===== src/rtl/uart_rx_fifo_pkg.sv =====
// Shared constants for the UART receive path so the receiver, the RX FIFO and
// the consumer agree on byte width and buffer depth.
package uart_rx_fifo_pkg;

    localparam int RX_DATA_W     = 8;
    localparam int RX_ADDR_W     = 4;
    localparam int RX_FIFO_DEPTH = 1 << RX_ADDR_W;

    function automatic int fifo_depth(input int addr_w);
        return 1 << addr_w;
    endfunction

endpackage


===== src/rtl/uart_fifo_regfile.sv =====
// 1-write / 1-async-read register array; storage is never reset, so contents
// are meaningful only where the owning FIFO says so.
module uart_fifo_regfile
    import uart_rx_fifo_pkg::*;
#(
    parameter int DATA_W = RX_DATA_W,
    parameter int ADDR_W = RX_ADDR_W
) (
    input  logic              clk,
    input  logic              we,
    input  logic [ADDR_W-1:0] waddr,
    input  logic [DATA_W-1:0] wdata,
    input  logic [ADDR_W-1:0] raddr,
    output logic [DATA_W-1:0] rdata
);

    logic [DATA_W-1:0] mem [fifo_depth(ADDR_W)];

    always_ff @(posedge clk) begin
        if (we) begin
            mem[waddr] <= wdata;
        end
    end

    assign rdata = mem[raddr];

endmodule


===== src/rtl/uart_rx_fifo.sv =====
// Receive-side byte buffer behind the UART receiver: first-word-fall-through
// read port, occupancy count and a sticky overflow flag.
module uart_rx_fifo
    import uart_rx_fifo_pkg::*;
#(
    parameter int DATA_W = RX_DATA_W,
    parameter int ADDR_W = RX_ADDR_W
) (
    input  logic              clk,
    input  logic              reset,
    input  logic              wr,
    input  logic [DATA_W-1:0] w_data,
    input  logic              rd,
    input  logic              clr_ovf,
    output logic [DATA_W-1:0] r_data,
    output logic              empty,
    output logic              full,
    output logic [ADDR_W:0]   count,
    output logic              overflow
);

    localparam logic [ADDR_W:0] FULL_CNT = (ADDR_W + 1)'(fifo_depth(ADDR_W));

    logic [ADDR_W-1:0] w_ptr;
    logic [ADDR_W-1:0] r_ptr;
    logic              do_wr;
    logic              do_rd;
    logic              drop_wr;

    // Strobe semantics: wr and rd are single-cycle strobes with no back-pressure.
    // A wr is accepted unless the FIFO is full and no rd frees a slot in the
    // same cycle; a rd is honoured whenever the FIFO is non-empty.
    assign do_rd   = rd && !empty;
    assign do_wr   = wr && (!full || rd);
    assign drop_wr = wr && full && !rd;

    // Flags decode from the count register only, so they never see rd/wr.
    assign empty = (count == '0);
    assign full  = (count == FULL_CNT);

    uart_fifo_regfile #(
        .DATA_W (DATA_W),
        .ADDR_W (ADDR_W)
    ) u_regfile (
        .clk   (clk),
        .we    (do_wr),
        .waddr (w_ptr),
        .wdata (w_data),
        .raddr (r_ptr),
        .rdata (r_data)
    );

    always_ff @(posedge clk or negedge reset) begin
        if (!reset) begin
            w_ptr <= '0;
            r_ptr <= '0;
            count <= '0;
        end else begin
            if (do_wr) begin
                w_ptr <= w_ptr + 1'b1;
            end
            if (do_rd) begin
                r_ptr <= r_ptr + 1'b1;
            end
            case ({do_wr, do_rd})
                2'b10:   count <= count + 1'b1;
                2'b01:   count <= count - 1'b1;
                default: count <= count;
            endcase
        end
    end

    // A dropped write takes priority over a same-cycle clear.
    always_ff @(posedge clk or negedge reset) begin
        if (!reset) begin
            overflow <= 1'b0;
        end else if (drop_wr) begin
            overflow <= 1'b1;
        end else if (clr_ovf) begin
            overflow <= 1'b0;
        end
    end

endmodule


===== config.mk =====
export PLATFORM = sky130hd
export DESIGN_NAME = uart_rx_fifo
export DESIGN_NICKNAME = d
export VERILOG_FILES = /design/src/rtl/uart_rx_fifo_pkg.sv /design/src/rtl/uart_fifo_regfile.sv /design/src/rtl/uart_rx_fifo.sv
export SDC_FILE = /design/constraint.sdc
export NUM_CORES = 1
export LEC_CHECK = 0
export CORE_MARGIN = 2
export CORE_UTILIZATION = 40
export DETAILED_ROUTE_END_ITERATION = 16
export GPL_TIMING_DRIVEN = 0
export PLACE_DENSITY_LB_ADDON = 0.1
export SYNTH_ARGS = -nofsm -noshare
export SYNTH_HDL_FRONTEND = slang
export SYNTH_HIERARCHICAL = 1
export SYNTH_SLANG_ARGS = --single-unit

===== constraint.sdc =====
create_clock -name clk -period 7.4 [get_ports clk]
set_input_delay 1.48 -clock clk [delete_from_list [all_inputs] [get_ports clk]]
set_output_delay 1.48 -clock clk [all_outputs]
set_load 0.02 [all_outputs]

Word level (Yosys, flattened, before mapping). Memory sizes are Yosys's and may differ from the RTL's. Index checks and enable logic that the tools add are counted.

Add/subtract/negate cells: 4. Eq/ne operators: 3. Reductions and logical operators: 11. Mux-type cells: 5.

Operator list (count): $pmux 5 s2 (1); $add 4x1->4 const B (2); $add 5x1->5 const B (1); $eq 5x5->1 const B (1); $logic_not 5->1 (1); $sub 5x1->5 const B (1); $logic_and 1x1->1 (4); $mux 1 (4); $reduce_bool 2->1 (2); $logic_not 1->1 (3); $eq 2x1->1 const B (1); $eq 2x2->1 const B (1); $logic_or 1x1->1 (1).

Register bits after elaboration: 14. Memories kept: 1. Word-level logic and storage cells: 28. RAM bits: 128.

Memories: u_regfile.mem (depth 16, width 8, read ports 1, clocked after Yosys merged registers in 0, write ports 1, RTL line uart_fifo_regfile.sv:17) `logic [DATA_W-1:0] mem [fifo_depth(ADDR_W)];`.

Logic depth before layout (Yosys ltp).
Depth after elaboration: 6. Mapped depth: 8.

Modules after synthesis. The synthesis kept the hierarchy.

Modules (own cells, without submodules): uart_fifo_regfile (seq. area each 3843.7 um^2, area each 4987.3 um^2, cells an instance 221, times used 1); uart_rx_fifo (seq. area each 350.3 um^2, area each 848.3 um^2, cells an instance 76, times used 1).

Least setup slack after synthesis. Ideal clock, no wire load.

Path type: input -> register. Start point: in rd. End point: reg count[4]. Arrival time: 3207 ps. Buffers on the path: 0. Stages on the path: 7. Path slack: 4060 ps. Library setup time: 134 ps. Cells stage by stage: nor2b_1 > a21bo_4 > ha_1 > ha_1 > or4b_1 > o311ai_0 > o211ai_1.

Longest elaborated chain between the ends: 4. Elaborated cells between the ends (all ways): 7.

RTL lines: from (decl) (RTL line uart_rx_fifo.sv:13) `input logic rd,`; $logic_or 1x1->1 (RTL line uart_rx_fifo.sv:34) `assign do_wr = wr && (!full || rd);`; $logic_and 1x1->1 (RTL line uart_rx_fifo.sv:34); $eq 2x1->1 or $eq 2x2->1 (tied branches) (RTL line uart_rx_fifo.sv:65) `case ({do_wr, do_rd})`; $pmux 5 s2 or $reduce_bool 2->1 (tied branches); to (signal assigned) (RTL line uart_rx_fifo.sv:66) `2'b10: count <= count + 1'b1;`; to (signal assigned) (RTL line uart_rx_fifo.sv:67) `2'b01: count <= count - 1'b1;`; to (signal assigned) (RTL line uart_rx_fifo.sv:68) `default: count <= count;`; to (decl) (RTL line uart_rx_fifo.sv:18) `output logic [ADDR_W:0] count,`.

Parallel ways exist; a longest one is shown, timed or not. A chain may end at the register's enable or synchronous reset.

Worst setup path after layout.
Start point: reg r_ptr[0]. End point: out r_data[2].

Longest elaborated chain between the ends: 1.

RTL lines: from (decl) (RTL line uart_rx_fifo.sv:25) `logic [ADDR_W-1:0] r_ptr;`; from (signal assigned) (RTL line uart_rx_fifo.sv:63) `r_ptr <= r_ptr + 1'b1;`; $mem_v2 16x8; to (decl) (RTL line uart_rx_fifo.sv:15) `output logic [DATA_W-1:0] r_data,`.

Every way passes these cells.

==> flow_summary_export.csv <==
group,metric,value,unit
layout,design_area,7050,um^2
detailed_routing,drt_pass1_iterations,4,
synth,syn-num-nets,317,
power_and_ir_drop,p_leak,2.38,nW
detailed_routing,routed_wire_length_per_instance,22.0,um
power_and_ir_drop,internal_power,2.09,mW
clocking,cts_sinks,142,
critical_path,critPathKind,"reg -> out",
synth,async_flop_share,9.86,%
layout,area_growth,20.7,%
placed_design,place_ws,2.82,ns
clocking,clockBufferDepth,2,
clocking,cts_tree,"built",
synth,yosysWarningCount,6,
synth,synth_commonest_cells,"128 x edfxtp_1, 18 x mux4_2, 16 x a22oi_1",
detailed_routing,routed_wirelength,12000,um
power_and_ir_drop,p_sw_share,29.8,%
clocking,clockRootBuffer,"clkbuf_16",
sta,fin_setup_tns,0,ns
grt,grt_pass1_vias,2980,
flow_run,cap_violations,0,
grt,grt-ovfl-total,0,
sta,post-route-period-util,57.8,%
clocking,clk_pin_slew,0.06,ns
synth,yosysSeqAreaShare,71.9,%
layout,n_antenna_cell,0,
sta,setup_viol,0,
synth,syn_inst,297,
synth,synth.avg_cell_area,19.6,um^2
clocking,htree_levels,4,
critical_path,cp_max_fo,10,
layout,fin_nets,367,
detailed_routing,drtAntennaViolNets,0,
grt,grt_start_max_net_pins,17,
sta,fin_skew,0.00394,ns
power_and_ir_drop,switching_power,0.888,mW
synth,ys.flop_type,"edfxtp_1",
placed_design,place_area,6350,um^2
power_and_ir_drop,powerDensity,423,nW/um^2
sta,rsz0062_at_grt,"no",
critical_path,critPathArrivalTime,2.80,ns
critical_path,crit_path_start_kind,"flip-flop",
synth,syn_area,5840,um^2
power_and_ir_drop,combPwrFrac,31.2,%
placed_design,io_buffers,28,
sta,tightest_slew,0.854,ns
synth,ys_top_cells_by_area,"edfxtp_1 66%, mux4_2 6.9%, mux4_1 6.3%",
sta,hold_viol_final,0,
sta,max_freq,234,MHz
sta,max_slew_margin,42.9,%
synth,synth-edff-count,128,
detailed_routing,dr.first_iter.drc_count,224,
synth,synth_cell_type_count,46,
critical_path,endpoint_kind,"output pin",
synth,ys_seq_elements,142,
power_and_ir_drop,ir_drop,182,uV
critical_path,worstPathRequired,5.92,ns
synth,synth_top_area_share,65.9,%
floorplan,rows,44,
sta,setup_ws,3.12,ns
detailed_routing,drc,0,
floorplan,start_util,40.6,%
sta,min_period,4.28,ns
detailed_routing,vias_per_cell,5.33,
grt,antenna_found_initial,0,
layout,drive_above_1_share,19.7,%
run_status,status,"finished, final reports clean",
floorplan,core,14400,um^2
power_and_ir_drop,total_power,2.98,mW
clocking,clk_latency,0.41,ns
detailed_routing,via_count,2899,
worst_hold_path,hp-class,"reg -> reg",
clocking,cts_made_buffers,17,
synth,post-synth-top-count-cell,"edfxtp_1",
clocking,cts_setup_buffers,0,
sta,slew_violations,0,
synth,synth_top_area_cell,"edfxtp_1",
floorplan,ioPinCount,29,
floorplan,die_y,125,um
floorplan,fp.dieW,125,um
clocking,postCtsResizedCells,0,
floorplan,die_area,15600,um^2
grt,grt_pass1_wl,18400,um
placed_design,hpwlAfterDp,7890,um
power_and_ir_drop,p_seq_share,36.1,%
clocking,ctsHoldBuffers,0,
placed_design,place.gp.congestion,0.782,
power_and_ir_drop,p_clk_share,32.7,%
grt,grtUsageTotal,16.5,%
metal layers:
metal,vias up,part of all wire [%],GRT usage (%)
met5,-,0,0
met4,0,1.5,5.95
met3,13,3.4,4.47
met2,47,49,26.2
met1,1511,46,22.0
li1,1328,-,-
cells by family after synthesis:
logic type / after synthesis / share of synthesized area [%]
xor gates and xnor gates: 8 / 1.20
adders and majority gates: 7 / 1.63
and+or+nand+nor: 55 / 5.19
buffers and inverters: 17 / 1.95
DFF: 142 / 71.9
AOI/OAI and AO/OA: 32 / 4.07
muxes: 36 / 14.1
cell usage in the layout (no fill, tap or decap), types with 3 or more instances in the layout:
cell,n
a21oi_1,6
a22oi_1,16
buf_2,4
buf_6,3
bufinv_16,7
clkbuf_1,3
clkbuf_16,17
clkdlybuf4s25_2,3
clkdlybuf4s50_1,28
dfrtp_1,14
edfxtp_1,128
ha_1,6
inv_1,4
mux4_1,14
mux4_2,18
nand2_1,11
nand3_1,5
nor2_1,14
nor3_1,3
nor3b_1,5
o21ai_0,3
xnor2_1,6
power groups by stage:
| stage | clock (mW) | combinational (mW) | sequential (mW) |
|---|---|---|---|
| after floorplan | 0 | 0.601 | 1.08 |
| after global placement | 0 | 0.933 | 1.09 |
| after detailed placement | 0 | 0.941 | 1.09 |
| after CTS | 0.990 | 0.943 | 1.08 |
| after global routing | 1.02 | 0.993 | 1.09 |
| final | 0.975 | 0.932 | 1.08 |
cell type report:
class | count | area [um^2]
fill | 1165 | 7320
sequential | 142 | 4190
multi-input combinational | 138 | 1530
clock buffer | 20 | 437
timing repair buffer | 31 | 298
clock inverter | 12 | 240
tap | 184 | 230
buffer | 12 | 95.1
inverter | 5 | 18.8
through the flow:
stage | hold slack [ns] | util, % | cells
finish | 0.523 | 49.0 | 544
global route | 0.566 | 49.0 | 544
global placement | 0.516 | 44.2 | 509
detailed placement | 0.519 | 44.2 | 509
floorplan | 0.487 | - | 297
CTS | 0.531 | 48.9 | 541
state kept, by name, summed over array words and instances, names as in the netlist:
signal	flops
w_ptr	4
overflow	1
r_ptr	4
u_regfile/mem	128
count	5
critical path, cell delays in order, from the launching register on:
cell and delay [ns]:
dfrtp_1 0.41, buf_6 0.16, buf_6 0.18, mux4_1 0.60, a22oi_1 0.32, nand2_1 0.15
clkdlybuf4s50_1 0.56
final timing paths:
kind | start | endpoint | slack [ns] | cells after the start
worst max-delay path | r_ptr[0] | r_data[2] | 3.12 | 6
worst min-delay path | overflow | overflow | 0.52 | 2
worst max register to register | count[3] | count[4] | 4.49 | 8
worst min register to register | overflow | overflow | 0.52 | 2
max in group asynchronous | reset | w_ptr[0] | 5.48 | 1
min in group asynchronous | reset | count[2] | 1.48 | 1
(Power assumes the default switching activity.)
